### src/rtl/sync_port_pkg.sv
// Shared definitions for the SyncPort trigger/response blocks.
//   - Default counter widths for configuration/measurement and statistics.
//   - Responder FSM state encoding.
//   - Helper that maps a filter count of zero onto one.
package sync_port_pkg;

  localparam int unsigned DefCntW  = 32;
  localparam int unsigned DefStatW = 16;

  // Widest configuration value the helper accepts; callers extend and truncate.
  localparam int unsigned MaxCntW  = 64;

  typedef enum logic [1:0] {
    StIdle,
    StDelay,
    StPulse
  } respState_e;

  // A filter count of zero would never match a running count, so treat it as one.
  function automatic logic [MaxCntW-1:0] effFilterCnt(input logic [MaxCntW-1:0] cnt);
    return (cnt == '0) ? MaxCntW'(1) : cnt;
  endfunction

endpackage

### src/rtl/sync_in_filter.sv
// Trigger input qualifier: two-flop synchronizer, consecutive-cycle glitch filter with a
// one-cycle accept strobe, and active-width measurement of accepted episodes.
// Ports:
//   io_clk, io_rst_n     clock, asynchronous active-low reset
//   io_en                enable; low clears the filter and suppresses accepts
//   io_trigIn            raw asynchronous trigger
//   io_trigDefLev        idle level of io_trigIn
//   io_trigFilterCnt     consecutive active cycles required (0 behaves as 1)
//   io_accept            one-cycle strobe, one per active episode
//   io_trigWidth         active length of the last accepted episode, saturating
module sync_in_filter
  import sync_port_pkg::*;
#(
  parameter int unsigned CNT_W = DefCntW
) (
  input  logic             io_clk,
  input  logic             io_rst_n,
  input  logic             io_en,
  input  logic             io_trigIn,
  input  logic             io_trigDefLev,
  input  logic [CNT_W-1:0] io_trigFilterCnt,
  output logic             io_accept,
  output logic [CNT_W-1:0] io_trigWidth
);

  logic [1:0]       syncQ;
  logic             active;
  logic [CNT_W-1:0] cntQ, cntD, cntInc, target;
  logic             armedQ, armedD;
  logic             acceptQ, acceptD;
  logic             acceptedQ, acceptedD;
  logic [CNT_W-1:0] trigWidthQ, trigWidthD;

  always_ff @(posedge io_clk or negedge io_rst_n) begin
    if (!io_rst_n) begin
      syncQ <= 2'b00;
    end else begin
      syncQ <= {syncQ[0], io_trigIn};
    end
  end

  assign active = syncQ[1] ^ io_trigDefLev;
  assign target = CNT_W'(effFilterCnt(MaxCntW'(io_trigFilterCnt)));
  // One counter serves both the filter and the width measurement; it saturates at all-ones.
  assign cntInc = (cntQ == '1) ? cntQ : cntQ + CNT_W'(1);

  always_comb begin
    cntD       = cntQ;
    armedD     = armedQ;
    acceptD    = 1'b0;
    acceptedD  = acceptedQ;
    trigWidthD = trigWidthQ;
    if (!io_en) begin
      // Disarm too, so a level still held when re-enabled cannot fire until it goes idle.
      cntD      = '0;
      armedD    = 1'b0;
      acceptedD = 1'b0;
    end else if (active) begin
      cntD = cntInc;
      if (armedQ && (cntInc == target)) begin
        acceptD   = 1'b1;
        armedD    = 1'b0;
        acceptedD = 1'b1;
      end
    end else begin
      cntD      = '0;
      armedD    = 1'b1;
      acceptedD = 1'b0;
      if (acceptedQ) begin
        trigWidthD = cntQ;
      end
    end
  end

  // Reset disarmed: the synchronizer comes up at 0, which looks active when the idle level is 1.
  always_ff @(posedge io_clk or negedge io_rst_n) begin
    if (!io_rst_n) begin
      cntQ       <= '0;
      armedQ     <= 1'b0;
      acceptQ    <= 1'b0;
      acceptedQ  <= 1'b0;
      trigWidthQ <= '0;
    end else begin
      cntQ       <= cntD;
      armedQ     <= armedD;
      acceptQ    <= acceptD;
      acceptedQ  <= acceptedD;
      trigWidthQ <= trigWidthD;
    end
  end

  assign io_accept    = acceptQ;
  assign io_trigWidth = trigWidthQ;

endmodule

### src/rtl/sync_echo_responder.sv
// Far-end sync responder: qualifies a trigger, waits a programmable delay, then drives a
// feedback pulse of programmable width and level. Keeps accept/response/miss statistics.
// Ports:
//   io_clk, io_rst_n     clock, asynchronous active-low reset
//   io_en                enable; low aborts to idle and ignores accepts
//   io_trigIn            raw asynchronous trigger, idle level io_trigDefLev
//   io_trigFilterCnt     filter length in cycles (0 behaves as 1)
//   io_respDelay         cycles from accept to response start
//   io_respWidth         response length in cycles (0 = no pulse)
//   io_respDefLev        idle level of io_respOut
//   io_respOut           registered feedback pulse
//   io_busy              FSM not idle
//   io_trigWidth         active width of last accepted trigger
//   io_trigCounter       accepted triggers
//   io_respCounter       completed responses
//   io_missCounter       accepts dropped while busy
module sync_echo_responder
  import sync_port_pkg::*;
#(
  parameter int unsigned CNT_W  = DefCntW,
  parameter int unsigned STAT_W = DefStatW
) (
  input  logic              io_clk,
  input  logic              io_rst_n,
  input  logic              io_en,
  input  logic              io_trigIn,
  input  logic              io_trigDefLev,
  input  logic [CNT_W-1:0]  io_trigFilterCnt,
  input  logic [CNT_W-1:0]  io_respDelay,
  input  logic [CNT_W-1:0]  io_respWidth,
  input  logic              io_respDefLev,
  output logic              io_respOut,
  output logic              io_busy,
  output logic [CNT_W-1:0]  io_trigWidth,
  output logic [STAT_W-1:0] io_trigCounter,
  output logic [STAT_W-1:0] io_respCounter,
  output logic [STAT_W-1:0] io_missCounter
);

  logic              accept;
  respState_e        stateQ, stateD;
  logic [CNT_W-1:0]  cntQ, cntD;
  logic [CNT_W-1:0]  widthQ, widthD;
  logic              respOutQ, respOutD;
  logic              trigEvent, missEvent, respEvent;
  logic [STAT_W-1:0] trigCntQ, respCntQ, missCntQ;

  sync_in_filter #(
    .CNT_W (CNT_W)
  ) u_filter (
    .io_clk           (io_clk),
    .io_rst_n         (io_rst_n),
    .io_en            (io_en),
    .io_trigIn        (io_trigIn),
    .io_trigDefLev    (io_trigDefLev),
    .io_trigFilterCnt (io_trigFilterCnt),
    .io_accept        (accept),
    .io_trigWidth     (io_trigWidth)
  );

  // State register
  always_ff @(posedge io_clk or negedge io_rst_n) begin
    if (!io_rst_n) begin
      stateQ <= StIdle;
      cntQ   <= '0;
      widthQ <= '0;
    end else begin
      stateQ <= stateD;
      cntQ   <= cntD;
      widthQ <= widthD;
    end
  end

  // Next state. Delay and width are captured at accept so later input changes
  // leave the burst in progress alone.
  always_comb begin
    stateD = stateQ;
    cntD   = cntQ;
    widthD = widthQ;
    if (!io_en) begin
      stateD = StIdle;
    end else begin
      unique case (stateQ)
        StIdle: begin
          if (accept) begin
            widthD = io_respWidth;
            if (io_respDelay != '0) begin
              stateD = StDelay;
              cntD   = io_respDelay;
            end else if (io_respWidth != '0) begin
              stateD = StPulse;
              cntD   = io_respWidth;
            end
          end
        end
        StDelay: begin
          if (cntQ <= CNT_W'(1)) begin
            if (widthQ != '0) begin
              stateD = StPulse;
              cntD   = widthQ;
            end else begin
              stateD = StIdle;
            end
          end else begin
            cntD = cntQ - CNT_W'(1);
          end
        end
        StPulse: begin
          if (cntQ <= CNT_W'(1)) begin
            stateD = StIdle;
          end else begin
            cntD = cntQ - CNT_W'(1);
          end
        end
        default: stateD = StIdle;
      endcase
    end
  end

  // Outputs and event strobes. The response register tracks the next state so that
  // io_respOut is active exactly during the cycles the FSM sits in PULSE.
  always_comb begin
    respOutD  = (stateD == StPulse) ? ~io_respDefLev : io_respDefLev;
    trigEvent = io_en && accept && (stateQ == StIdle);
    missEvent = io_en && accept && (stateQ != StIdle);
    respEvent = io_en && (stateQ == StPulse) && (cntQ <= CNT_W'(1));
  end

  always_ff @(posedge io_clk or negedge io_rst_n) begin
    if (!io_rst_n) begin
      respOutQ <= 1'b0;
      trigCntQ <= '0;
      respCntQ <= '0;
      missCntQ <= '0;
    end else begin
      respOutQ <= respOutD;
      if (trigEvent) trigCntQ <= trigCntQ + STAT_W'(1);
      if (respEvent) respCntQ <= respCntQ + STAT_W'(1);
      if (missEvent) missCntQ <= missCntQ + STAT_W'(1);
    end
  end

  assign io_respOut     = respOutQ;
  assign io_busy        = (stateQ != StIdle);
  assign io_trigCounter = trigCntQ;
  assign io_respCounter = respCntQ;
  assign io_missCounter = missCntQ;

endmodule

### config.mk
export PLATFORM = sky130hd
export DESIGN_NAME = sync_echo_responder
export DESIGN_NICKNAME = d
export VERILOG_FILES = /design/src/rtl/sync_port_pkg.sv /design/src/rtl/sync_in_filter.sv /design/src/rtl/sync_echo_responder.sv
export SDC_FILE = /design/constraint.sdc
export NUM_CORES = 1
export LEC_CHECK = 0
export CAP_MARGIN = 15
export CORE_ASPECT_RATIO = 0.9
export CORE_MARGIN = 2
export CORE_UTILIZATION = 45
export DETAILED_ROUTE_END_ITERATION = 8
export GPL_TIMING_DRIVEN = 0
export PLACE_DENSITY = 0.72
export RECOVER_POWER = 25
export SYNTH_ARGS = -nofsm -noshare
export SYNTH_HDL_FRONTEND = slang
export SYNTH_SLANG_ARGS = --single-unit
### constraint.sdc
create_clock -name io_clk -period 3.14 [get_ports io_clk]
set_input_delay 0.314 -clock io_clk [delete_from_list [all_inputs] [get_ports io_clk]]
set_output_delay 0.314 -clock io_clk [all_outputs]
set_load 0.02 [all_outputs]
==> results.env, run 1 <==
OUTCOME='finished with violations'
VIOLATED_CHECKS='max-capacitance violations, max-slew violations, negative setup slack'
RSZ0062_AT_GRT='true'
CP_NUM_BUF_INV=2
CTS_MADE_BUFFERS=17
COMBINATIONALPOWERSHARE_PCT=12.4
STARTING_DENSITY_OF_THE_CORE_PCT=45.6
POSTSYNTHCELLCOUNT=1274
GRT_ANTENNA_BEFORE_REPAIR=0
SYNTH-MAIN-FF-CELL='dfrtp_1'
SYNTH_LARGEST_AREA_CELL='dfrtp_1'
STATIC-LEAKAGE-POWER_nW=6.18
TRITONCTS_CLOCK_TREE='built'
CRITPATHLAUNCHTYPE='flip-flop'
NUM_IO_PINS=184
FINAL_UTIL_PCT=61.0
SYNTH_SEQUENTIAL_AREA_RATIO_PCT=40.4
CLK_LATENCY_NS=0.45
SYNTH_ENABLE_FLOP_CELLS=0
FIRST_PASS_ITERS=6
POST_DRT_VIA_CELL_RATIO=6.35
DESIGN.DIE.AREA_UM2=26600
ROUTABILITYCONGESTION=1.03
SLEW-LIMIT-HEADROOM_PCT=-8.96
TIMING_WORST_SLEW_PIN_VALUE_NS=1.63
CTS.REPORTEDPATHS.CLKPINSLEW_NS=0.08
POSTSYNTHAREAPERCELL_UM2=8.94
SYNTH.AREA.TOP_CELLS='dfrtp_1, nand2_1, xnor2_1'
WORST_VDD_DROP_mV=0.350
DR.FIRST_ITER.DRC_COUNT=1650
FLOORPLAN.CORE_AREA_UM2=25000
FINALMAXSLEWVIOLATIONS=108
SYNTH-ASYNC-RESET-RATIO_PCT=100
CP_DATA_REQUIRED_TIME_NS=3.47
CTS_HTREE_LEVELS=4
YOSYSWARNINGS=0
PERIOD_MINUS_SLACK_NS=3.32
SYNTH_NETS=1386
VIA_COUNT=11900
GRT_REMAINING_OVERFLOW=0
TOTAL_WIRE_LENGTH_AFTER_DETAILED_ROUTING_UM=48100
WORSTPATHMAXFANOUT=6
HOLD_VIOL_FINAL=0
SWSHARE_PCT=28.9
WORST_MIN_DELAY_PATH_CLASS='reg -> reg'
P_INT_W=0.00388
CRITPATHCAPTURETYPE='flip-flop'
SKEW_NS=0.0144
LAYOUT.NETS=1627
ANTENNA_VIOLATING_NETS_POST_ROUTE=0
SETUP_VIOLATIONS=3
ARRIVAL_NS=3.66
POST_SYNTH_NUM_CELL_TYPES=73
DIE_HEIGHT_UM=155
WORST_PATH_MAX_DELAY_CELL='or4_4'
TIMING.FINAL.WS_SETUP_NS=-0.183
LIBRARY_CELL_USED_AS_CLOCK_ROOT_BUFFER='clkbuf_16'
WORST_PATH_DOMINANT_CELL_FAMILY='compound AO/OA/AOI/OAI gates'
YOSYSTOPAREACELLSHARE_PCT=40.4
YS_SEQ_ELEMENTS=184
POWER.SHARE.CLOCK_PCT=41.5
P_SEQ_SHARE_PCT=46.1
POWER_PER_CELL_AREA_nW_PER_UM2=358
WORST-R2R-SETUP-SLACK_NS=-0.18
NUM_ROWS=55
IO_BUFFERS=183
HPWL_UM=36200
CAP_VIOL_MAX_COUNT=1
CRIT_PATH_MAX_CELL_DELAY_NS=0.57
SYN-CELL-AREA_UM2=11400
POWER.SWITCHING_W=0.00158
LAYOUT-DRIVE-GT1-SHARE_PCT=16.4
MAX_FREQ_MHz=301
CHIPWIDTH_UM=172
DETAIL_ROUTE.DRC_VIOLATIONS=0
CLOCK_SINKS=184
GLOBALROUTETOTALUTIL_PCT=36.6
GRT_FIRST_PASS_WIRELENGTH_UM=71800
SETUP-TNS-FINAL_NS=-0.377
CTS_BUFFER_DEPTH=2
FINAL_MIN_PERIOD_OVER_CLOCK_PERIOD_PCT=106
PATH_CLASS='reg -> reg'
GRT_PASS1_VIAS=11300
CRIT_PATH_CELL_TRACE='ha_4 -> nand3_4 -> or4_4 -> buf_12 -> buf_4 -> o21ai_1 -> o2111ai_2 -> a2111oi_2 -> nand4_1 -> o31a_1'
ROUTED_WIRE_LENGTH_PER_INSTANCE_UM=25.7
SYN2LAYOUT_AREA_GROWTH_PCT=33.8
GRT_START_MAX_NET_PINS=109
-- what timing repair did --
action	CTS	global route
resized for setup	126	30
pin swaps	30	12
hold buffers	1	0
endpoints found under the setup margin	50	35
hold endpoints to repair	63	0
buffers inserted	40	10
-- cell usage in the layout (no fill, tap or decap), types with 7 or more instances in the layout --
master,count
and2_1,14
nor4_1,40
a32o_1,10
or3_1,9
buf_4,52
clkbuf_16,17
clkbuf_1,29
nand3_1,51
and4_1,10
nor2_1,85
o211ai_1,15
dfrtp_2,14
ha_1,9
clkbuf_2,10
a31oi_1,14
nor2b_1,10
o22ai_1,8
a21oi_1,39
nor4_4,9
o21ai_0,34
nand2_1,199
mux2_2,49
nor3_1,21
inv_1,20
or4_1,8
xnor2_1,70
nand2b_1,16
nand4_1,45
a211o_1,11
o31ai_1,10
and3_1,19
a211oi_1,28
clkdlybuf4s50_1,181
a22oi_1,7
dfrtp_1,170
xor2_1,29
-- cell usage after synthesis (all sizes together), types with 12 or more instances --
library cell  instances
and4                 12
a211oi               29
o21ai                37
a31oi                14
or4                  14
nand2               205
mux2                 49
nand2b               16
xor2                 30
o211ai               15
a21oi                40
nor2                 90
nand4                47
nor4                 52
and2                 14
and3                 19
nand3                53
buf                  12
xnor2                74
inv                  20
nor3                 26
dfrtp               184
clkbuf               62
-- through the flow --
stage | cells | cell area [µm²] | setup WS (ns) | power, W | hold slack [ns]
2_1_floorplan | 1274 | 11400 | -0.0378 | 0.00280 | 0.0184
3_3_place_gp | 1799 | 13700 | -6.09 | 0.00316 | 0.339
3_5_place_dp | 1800 | 13700 | -1.36 | 0.00316 | 0.341
4_1_cts | 1861 | 15100 | -0.0905 | 0.00545 | 0.299
5_1_grt | 1870 | 15200 | -0.209 | 0.00563 | 0.348
6_report | 1871 | 15200 | -0.183 | 0.00546 | 0.349
-- registers in the layout, indices dropped and copies added, names as in the netlist --
| name | count |
|---|---|
| u_filter.cntQ | 32 |
| io_respOut | 1 |
| u_filter.io_trigWidth | 32 |
| cntQ | 32 |
| io_missCounter | 16 |
| u_filter.armedQ | 1 |
| stateQ | 2 |
| io_trigCounter | 16 |
| u_filter.acceptedQ | 1 |
| widthQ | 32 |
| u_filter.io_accept | 1 |
| io_respCounter | 16 |
| u_filter.syncQ | 2 |
-- power groups by stage --
stage	clock network, W	registers (W)	logic [W]
finish	0.00227	0.00252	0.000677
global route	0.00239	0.00253	0.000710
CTS	0.00229	0.00251	0.000648
detailed placement	0	0.00255	0.000614
global placement	0	0.00255	0.000611
floorplan	0	0.00253	0.000269
-- cell type report --
type / instances / area (µm²)
sequential: 184 / 4620
inverter: 20 / 75.1
multi-input combinational: 996 / 6890
timing repair buffer: 235 / 2250
tap: 342 / 428
clock buffer: 18 / 429
clock inverter: 14 / 174
fill: 2178 / 9750
antenna: 1 / 2.50
buffer: 61 / 362
-- cells by family after synthesis --
family,Yosys count,synth area share [%]
flops,184,40.4
simple gates,593,26.4
mux,50,4.93
compound gates,234,14.9
buf+inv,94,3.24
xor+xnor,109,9.00
fa+ha+maj,10,1.10
-- path summary, 6_finish.rpt --
check,depth (start not counted),endpoint,startpoint
setup reg to reg,10,u_filter.armedQ$_DFFE_PN0P_,u_filter.cntQ[0]$_DFF_PN0_
min in group asynchronous,2,io_trigCounter[8]$_DFFE_PN0P_,io_rst_n
hold reg to reg,0,u_filter.syncQ[1]$_DFF_PN0_,u_filter.syncQ[0]$_DFF_PN0_
hold / removal,0,u_filter.syncQ[1]$_DFF_PN0_,u_filter.syncQ[0]$_DFF_PN0_
max in group asynchronous,3,u_filter.cntQ[18]$_DFF_PN0_,io_rst_n
setup / recovery,10,u_filter.armedQ$_DFFE_PN0P_,u_filter.cntQ[0]$_DFF_PN0_
-- routing by layer --
metal	up-vias	routed length, µm	GRT usage [%]
met1	5817	21000	54.5
met4	0	1100	8.47
met5	-	0	0
met3	103	6250	12.9
li1	5190	-	-
met2	763	19700	50.6
(Power assumes the default switching activity.)
==> inputs of run 2 (changes only) <==
--- a/config.mk
+++ b/config.mk
@@ -5,6 +5,7 @@
 export SDC_FILE = /design/constraint.sdc
 export NUM_CORES = 1
 export LEC_CHECK = 0
+export ABC_CLOCK_PERIOD_IN_PS = 3140
 export CAP_MARGIN = 15
 export CORE_ASPECT_RATIO = 0.9
 export CORE_MARGIN = 2
==> results of run 2 <==
Same layout as run 1: the final DEF is identical, and so are final timing and power.
